$ cat src/rtl/key_filter3.sv
// -----------------------------------------------------------------------------
// key_filter3
//   Three-channel push-button conditioner. Each raw active-low key is passed
//   through a synchronizer and an independent debounce FSM, producing a clean
//   active-high level plus one-cycle press / release pulses per channel.
//   Bit 0 feeds combiner input a, bit 1 feeds b, bit 2 feeds c.
//
// Parameters
//   CNT_MAX      debounce window in Clk cycles (>= 2)
//
// Ports
//   Clk          system clock, all state on the rising edge
//   Rst          asynchronous reset, active low
//   key_in       raw keys, active low (0 = pressed), asynchronous to Clk
//   key_level    debounced level, 1 = pressed (registered)
//   key_press    one-cycle pulse when a press is confirmed (registered)
//   key_release  one-cycle pulse when a release is confirmed (registered)
// -----------------------------------------------------------------------------
module key_filter3 #(
    parameter int CNT_MAX = 1_000_000
) (
    input  logic       Clk,
    input  logic       Rst,
    input  logic [2:0] key_in,
    output logic [2:0] key_level,
    output logic [2:0] key_press,
    output logic [2:0] key_release
);

    localparam int              CW       = (CNT_MAX > 1) ? $clog2(CNT_MAX) : 1;
    localparam logic [CW-1:0]   CNT_LAST = CW'(CNT_MAX - 1);

    typedef enum logic [1:0] {
        IDLE,     // released, stable
        FILT_DN,  // candidate press, counting the stable-low window
        DOWN,     // pressed, stable
        FILT_UP   // candidate release, counting the stable-high window
    } state_t;

    for (genvar i = 0; i < 3; i++) begin : g_ch

        logic            r_s1, r_s2, r_s3;
        logic            w_fall, w_rise;
        state_t          r_state, w_state_nx;
        logic [CW-1:0]   r_cnt, w_cnt_nx;
        logic            r_level, r_press, r_release;
        logic            w_level_nx, w_press_nx, w_release_nx;

        // Synchronizer plus one extra stage for edge detection. Reset value 1
        // means "released", so a key held through reset shows up as a fall.
        always_ff @(posedge Clk or negedge Rst) begin
            if (!Rst) begin
                r_s1 <= 1'b1;
                r_s2 <= 1'b1;
                r_s3 <= 1'b1;
            end else begin
                // NOTE: non-blocking assignments make this a true shift
                // register; blocking ones would collapse the three stages.
                r_s1 <= key_in[i];
                r_s2 <= r_s1;
                r_s3 <= r_s2;
            end
        end

        assign w_fall = r_s3 & ~r_s2;
        assign w_rise = ~r_s3 & r_s2;

        always_comb begin
            // NOTE: every output of this block gets a default first, so no
            // path through the case statement can infer a latch.
            w_state_nx   = r_state;
            w_cnt_nx     = '0;
            w_press_nx   = 1'b0;
            w_release_nx = 1'b0;

            unique case (r_state)
                IDLE: begin
                    if (w_fall) w_state_nx = FILT_DN;
                end
                FILT_DN: begin
                    if (r_cnt == CNT_LAST) begin
                        // The press is confirmed. A rise arriving on the same
                        // edge must not be lost, so go straight to the
                        // release filter instead of DOWN.
                        w_press_nx = 1'b1;
                        w_state_nx = w_rise ? FILT_UP : DOWN;
                    end else if (w_rise) begin
                        w_state_nx = IDLE;
                    end else begin
                        w_cnt_nx = r_cnt + CW'(1);
                    end
                end
                DOWN: begin
                    if (w_rise) w_state_nx = FILT_UP;
                end
                FILT_UP: begin
                    if (r_cnt == CNT_LAST) begin
                        // Mirror of FILT_DN: a coincident fall restarts the
                        // press filter.
                        w_release_nx = 1'b1;
                        w_state_nx   = w_fall ? FILT_DN : IDLE;
                    end else if (w_fall) begin
                        w_state_nx = DOWN;
                    end else begin
                        w_cnt_nx = r_cnt + CW'(1);
                    end
                end
                default: w_state_nx = IDLE;
            endcase

            // The debounced level is "pressed" in DOWN and while a release is
            // still only a candidate.
            w_level_nx = (w_state_nx == DOWN) || (w_state_nx == FILT_UP);
        end

        always_ff @(posedge Clk or negedge Rst) begin
            if (!Rst) begin
                r_state   <= IDLE;
                r_cnt     <= '0;
                r_level   <= 1'b0;
                r_press   <= 1'b0;
                r_release <= 1'b0;
            end else begin
                r_state   <= w_state_nx;
                r_cnt     <= w_cnt_nx;
                r_level   <= w_level_nx;
                r_press   <= w_press_nx;
                r_release <= w_release_nx;
            end
        end

        assign key_level[i]   = r_level;
        assign key_press[i]   = r_press;
        assign key_release[i] = r_release;

    end : g_ch

endmodule

$ cat config.mk
export PLATFORM = sky130hd
export DESIGN_NAME = key_filter3
export DESIGN_NICKNAME = d
export VERILOG_FILES = /design/src/rtl/key_filter3.sv
export SDC_FILE = /design/constraint.sdc
export NUM_CORES = 1
export LEC_CHECK = 0
export ABC_AREA = 0
export CAP_MARGIN = 20
export CELL_PAD_IN_SITES_DETAIL_PLACEMENT = 0
export CELL_PAD_IN_SITES_GLOBAL_PLACEMENT = 1
export CORE_MARGIN = 2
export CORE_UTILIZATION = 25
export DETAILED_ROUTE_END_ITERATION = 6
export DONT_BUFFER_PORTS = 1
export PLACE_DENSITY = 0.51
export REMOVE_ABC_BUFFERS = 1
export SLEW_MARGIN = 10
export SYNTH_ARGS = -nofsm -noshare
export SYNTH_HDL_FRONTEND = slang
export SYNTH_SLANG_ARGS = --single-unit
$ cat constraint.sdc
create_clock -name Clk -period 1.7 [get_ports Clk]
set_input_delay 0.34 -clock Clk [delete_from_list [all_inputs] [get_ports Clk]]
set_output_delay 0.34 -clock Clk [all_outputs]
set_load 0.03 [all_outputs]
## Yosys cells after proc, flatten, opt, wreduce, memory -nomap -nowiden

Cells that the tools add are included.

| storage, ports and cells | value |
|---|---|
| bits of input ports | 5 |
| logic and storage cells | 114 |
| output and inout port bits | 9 |
| bits in registers | 84 |

| cells by class | value |
|---|---|
| equality and inequality tests | 18 |
| reductions and logical operators | 6 |
| bitwise gates (word level) | 12 |
| muxes and demuxes | 51 |
| add/sub/neg operators | 3 |

Operators with widths:

| kind | number |
|---|---|
| $mux 20 | 12 |
| $pmux 20 s2 | 3 |
| $add 20x1->20 const B | 3 |
| $eq 20x20->1 const B | 3 |
| $mux 2 | 18 |
| $eq 2x2->1 const B | 12 |
| $pmux 2 s4 | 3 |
| $mux 1 | 15 |
| $and 1x1->1 | 6 |
| $eq 2x1->1 const B | 3 |
| $logic_not 2->1 | 3 |
| $not 1->1 | 6 |
| $logic_or 1x1->1 | 3 |

## Depth between registers and ports, before layout

| depth | value |
|---|---|
| depth in word-level cells | 7 |
| depth in mapped cells | 7 |

## Worst setup path before layout

No wires, ideal clock.

| timing | value |
|---|---|
| kind | register -> register |
| from | register g_ch[1].r_cnt[0] |
| to | register g_ch[1].r_state[0] |
| path buffers | 0 |
| period minus slack after synthesis | 1.724 ns |
| path slack | -0.024 ns |
| data arrival time | 1.586 ns |
| stages on the path, launching flop included | 7 |
| data required time | 1.561 ns |
| path through | dfrtp_1 > ha_1 > nand3_1 > nor4_2 > nand2_1 > nand4_1 > or4b_1 |

| on the way | value |
|---|---|
| cells in the longest elaborated chain, start to end | 3 |

Ends and longest elaborated chain:

| item | RTL line | text |
|---|---|---|
| start, declared | 45 | `logic [CW-1:0] r_cnt, w_cnt_nx;` |
| start signal, assigned | 125 | `r_cnt <= w_cnt_nx;` |
| $eq 20x20->1 (*) | 81, 97 |  |
| $mux 2, on equally long branches | 97, 81 |  |
| $pmux 2 s4 (*) | 76 | `unique case (r_state)` |
| net g_ch[1].w_state_nx[0] | 44 | `state_t r_state, w_state_nx;` |
| end signal, assigned | 124 | `r_state <= w_state_nx;` |
| end, declared | 44 |  |

The timed path passes the listed nets; every way through them passes the cells marked *.

## Worst setup path after layout

| timing | value |
|---|---|
| from | register g_ch[0].r_cnt[7] |
| to | register g_ch[0].r_state[0] |

| on the way | value |
|---|---|
| cells in the longest elaborated chain, start to end | 3 |

Ends and longest elaborated chain:

| item | RTL line |
|---|---|
| start, declared | 45 |
| start signal, assigned | 125 |
| $eq 20x20->1 (*) | 81, 97 |
| $mux 2, on equally long branches | 97, 81 |
| $pmux 2 s4 (*) | 76 |
| net g_ch[0].w_state_nx[0] | 44 |
| end signal, assigned | 124 |
| end, declared | 44 |

Marks and branches as above.

==> summary.txt <==
Placed design
  • IO Port Bufs: 0
  • Hpwl dp: 5.03 mm
  • Placer's final routability congestion estimate: 0.731
  • Placed cells: 599

Worst setup path
  • CP Capture Type: flip-flop
  • CP Launch Type: flip-flop
  • Crit path cell chain: nor4bb_4 > nand3_2 > buf_4 > o32ai_2 > nand2_1 > a21o_1
  • Worst path slowest cell: dfrtp_1
  • CP delay by family, top: simple AND/OR/NAND/NOR gates
  • Largest incremental delay on the critical path: 410 ps
  • CP required: 1930 ps
  • WP depth: 6
  • Worst-path maximum fanout: 2
  • CP arrival: 1900 ps
  • Worst Reg-to-Reg Cells: 6
  • Crit path kind: reg2reg
  • Crit path buffers/inverters: 1

CTS
  • Clock tree sinks: 83
  • Clock Latency Late Sink: 340 ps
  • Cts bufs inserted: 9
  • CTS H-Tree Depth: 3
  • Root Driver: clkbuf_16
  • Clk buf depth: 2
  • CTS tree: built
  • Clock transition at path regs: 60 ps
  • # hold bufs at CTS: 3

Timing
  • Final hold viol count: 83
  • Unrepaired setup endpoints after global routing: true
  • Setup violators final: 0
  • Worst slew pin tran: 334 ps
  • Fin crit share: 0.983
  • Final Hold Slack: -309 ps
  • Slew Limit Fails: 0
  • Max_slew headroom: 0.775
  • F_max: 0.598 GHz
  • Worst Skew: 7.86 ps
  • Fin crit period: 1670 ps

Power
  • Int Pwr: 0.00337 W
  • Peak supply drop: 0.000504 V
  • Design Power: 0.00429 W
  • Static leakage: 2.05 nW
  • Sw frac: 0.215
  • Pwr dens: 889 nW/um^2
  • Comb pwr share: 0.046
  • Flop pwr share: 0.482
  • Clock share of power: 0.471
  • Net switching power: 0.000923 W

Global route
  • Overflow after GRT: 0
  • First-pass GRT wire length: 12.7 mm
  • Met3 GRT Util: 0.0312
  • Vias in the first global route: 2,630
  • Largest net degree at the start of global routing: 84
  • All-Layer GR Usage: 0.0993
  • Initial antenna violation count: 0
  • Global routing's busiest layer: met2
  • Met1 Use GR: 0.130
  • Met2 usage: 0.149

Logic synthesis
  • Synth top area share: 0.479
  • Main synth FF type: dfrtp_1
  • Seq/Total Area, Yosys: 0.540
  • Mapped Area: 3870 sq um
  • Post-Synthesis Cells: 381
  • Top post-synthesis cells by count: nor2_1 (85), dfrtp_1 (74), xnor2_1 (31)
  • Top-count cell post-synth: nor2_1
  • Number of synthesized flops with an enable pin: 0
  • Avg Synthesized Cell Area: 10.1 sq um
  • #FFs+latches synth: 83
  • Unique masters post-synth: 35
  • Synth async-reset ratio: 1.00
  • Synth warnings: 0
  • Synth area leaders: dfrtp_1 (48%), nor2_1 (8.3%), xnor2_1 (7.0%)
  • Area leader, netlist: dfrtp_1

Finish
  • Nets@finish: 438
  • Fillers: 1,550
  • # diodes: 0
  • Share of layout cells above drive strength 1: 0.218
  • P&R area growth vs syn: 24.9%
  • Final cell count without fillers: 623

Floorplan
  • Row count: 45
  • Die height: 128 microns
  • Initial Util: 0.255
  • Chip width: 128 microns
  • Die Area: 16,500 sq um
  • Core box area: 15,100 sq um
  • I/O pins: 14

Detailed routing
  • DR pass1 iterations: 4
  • DRC: 0
  • Total Wirelength: 7.55 mm
  • Via density: 4.37
  • First-iteration detailed-routing DRC count: 140
  • DRT antenna net count: 0
  • Via count: 2,721
  • Wirelength per Cell: 12.1 microns

Min path
  • Worst Hold Class: in2async

Run status
  • Failing checks: negative hold slack
  • Status: finished with violations

Flow run
  • Max Cap Viol: 0
## routing by layer
metal / vias to the layer above / part of all wire
met5: - / 0
met4: 0 / 0.016
met3: 9 / 0.027
met2: 26 / 0.45
met1: 1319 / 0.51
li1: 1367 / -
## cell families after synthesis
| group | synth area share |
|---|---|
| buffers and inverters | 0.0388 |
| XOR/XNOR | 0.134 |
| adder cells (fa/ha/maj) | 0.00971 |
| AO/OA/AOI/OAI | 0.0123 |
| AND/OR/NAND/NOR | 0.265 |
| flip-flops | 0.540 |
## final timing paths
path	from	endpoint	slack (ps)
setup / recovery	g_ch[0].r_cnt[7]$_DFF_PN0_	g_ch[0].r_state[0]$_DFF_PN0_	30
hold / removal	Rst	g_ch[2].r_cnt[17]$_DFF_PN0_	-310
setup reg to reg	g_ch[0].r_cnt[7]$_DFF_PN0_	g_ch[0].r_state[0]$_DFF_PN0_	30
hold reg to reg	g_ch[0].r_s1$_DFF_PN1_	g_ch[0].r_s2$_DFF_PN1_	360
max in group asynchronous	Rst	g_ch[2].r_s2$_DFF_PN1_	1790
min in group Clk	g_ch[0].r_s1$_DFF_PN1_	g_ch[0].r_s2$_DFF_PN1_	360
## power by group through the flow
stage	clock network (W)	registers [W]	logic [W]
final	0.00202	0.00207	0.000199
after global routing	0.00218	0.00208	0.000229
after CTS	0.00211	0.00207	0.000199
after detailed placement	0	0.00210	0.000188
after global placement	0	0.00210	0.000186
after floorplan	0	0.00210	0.0000988
## stage by stage
step	utilization	area [sq um]	setup WS [ps]	TNS, ps	hold slack, ps
2_1_floorplan	-	3750	-404	-2620	44.4
3_3_place_gp	0.287	4350	-98.2	-1620	46.6
3_5_place_dp	0.287	4350	-114	-1060	47.1
4_1_cts	0.314	4750	-10.3	-10.3	-328
5_1_grt	0.319	4830	-73.1	-670	-335
6_report	0.319	4830	28.1	0	-309
## layout by cell type, fill, tap and decap left out, types with 4 or more instances in the layout
master / Yosys / final
and3_1: 10 / 10
and4_1: 7 / 7
buf_4: 9 / 50
clkbuf_16: 0 / 9
dfrtp_1: 74 / 74
dfstp_2: 9 / 9
inv_1: 9 / 9
nand2_1: 24 / 23
nand3_1: 26 / 25
nand3b_1: 5 / 5
nand4_1: 14 / 14
nor2_1: 85 / 83
nor4_2: 1 / 4
nor4b_1: 6 / 4
xnor2_1: 31 / 31
xor2_1: 28 / 28
## worst reg2reg max path, delay by kind of cell (launching register included)
family	cells	cell delay [ps]
compound gates	2	400
simple gates	3	580
flops	1	410
buf+inv	1	170
## timing repair
action                     CTS  global route
setup endpoints to repair   24            59
setup buffers                3             2
gates resized for setup      6            14
pin swaps                    7             8
hold endpoints to repair    86            83
## state kept, by name (all words and copies together) (netlist names)
signal and flops:
g_ch.r_state 5, g_ch.r_s2 3, g_ch.r_s3 3, g_ch.r_press 3
g_ch.r_release 3, g_ch.r_cnt 60, g_ch.r_s1 3, g_ch.r_level 3
## area by class of cell
cell class	instances	area [sq um]	share of cell area
Inverter	9	33.8	0.00700
Clock buffer	12	267	0.0552
Clock inverter	4	47.5	0.00985
Sequential cell	83	2090	0.432
Multi-Input combinational cell	271	1720	0.356
Timing Repair Buffer	56	439	0.0910
Tap cell	188	235	0.0487
Power figures use the tool's default switching activity.
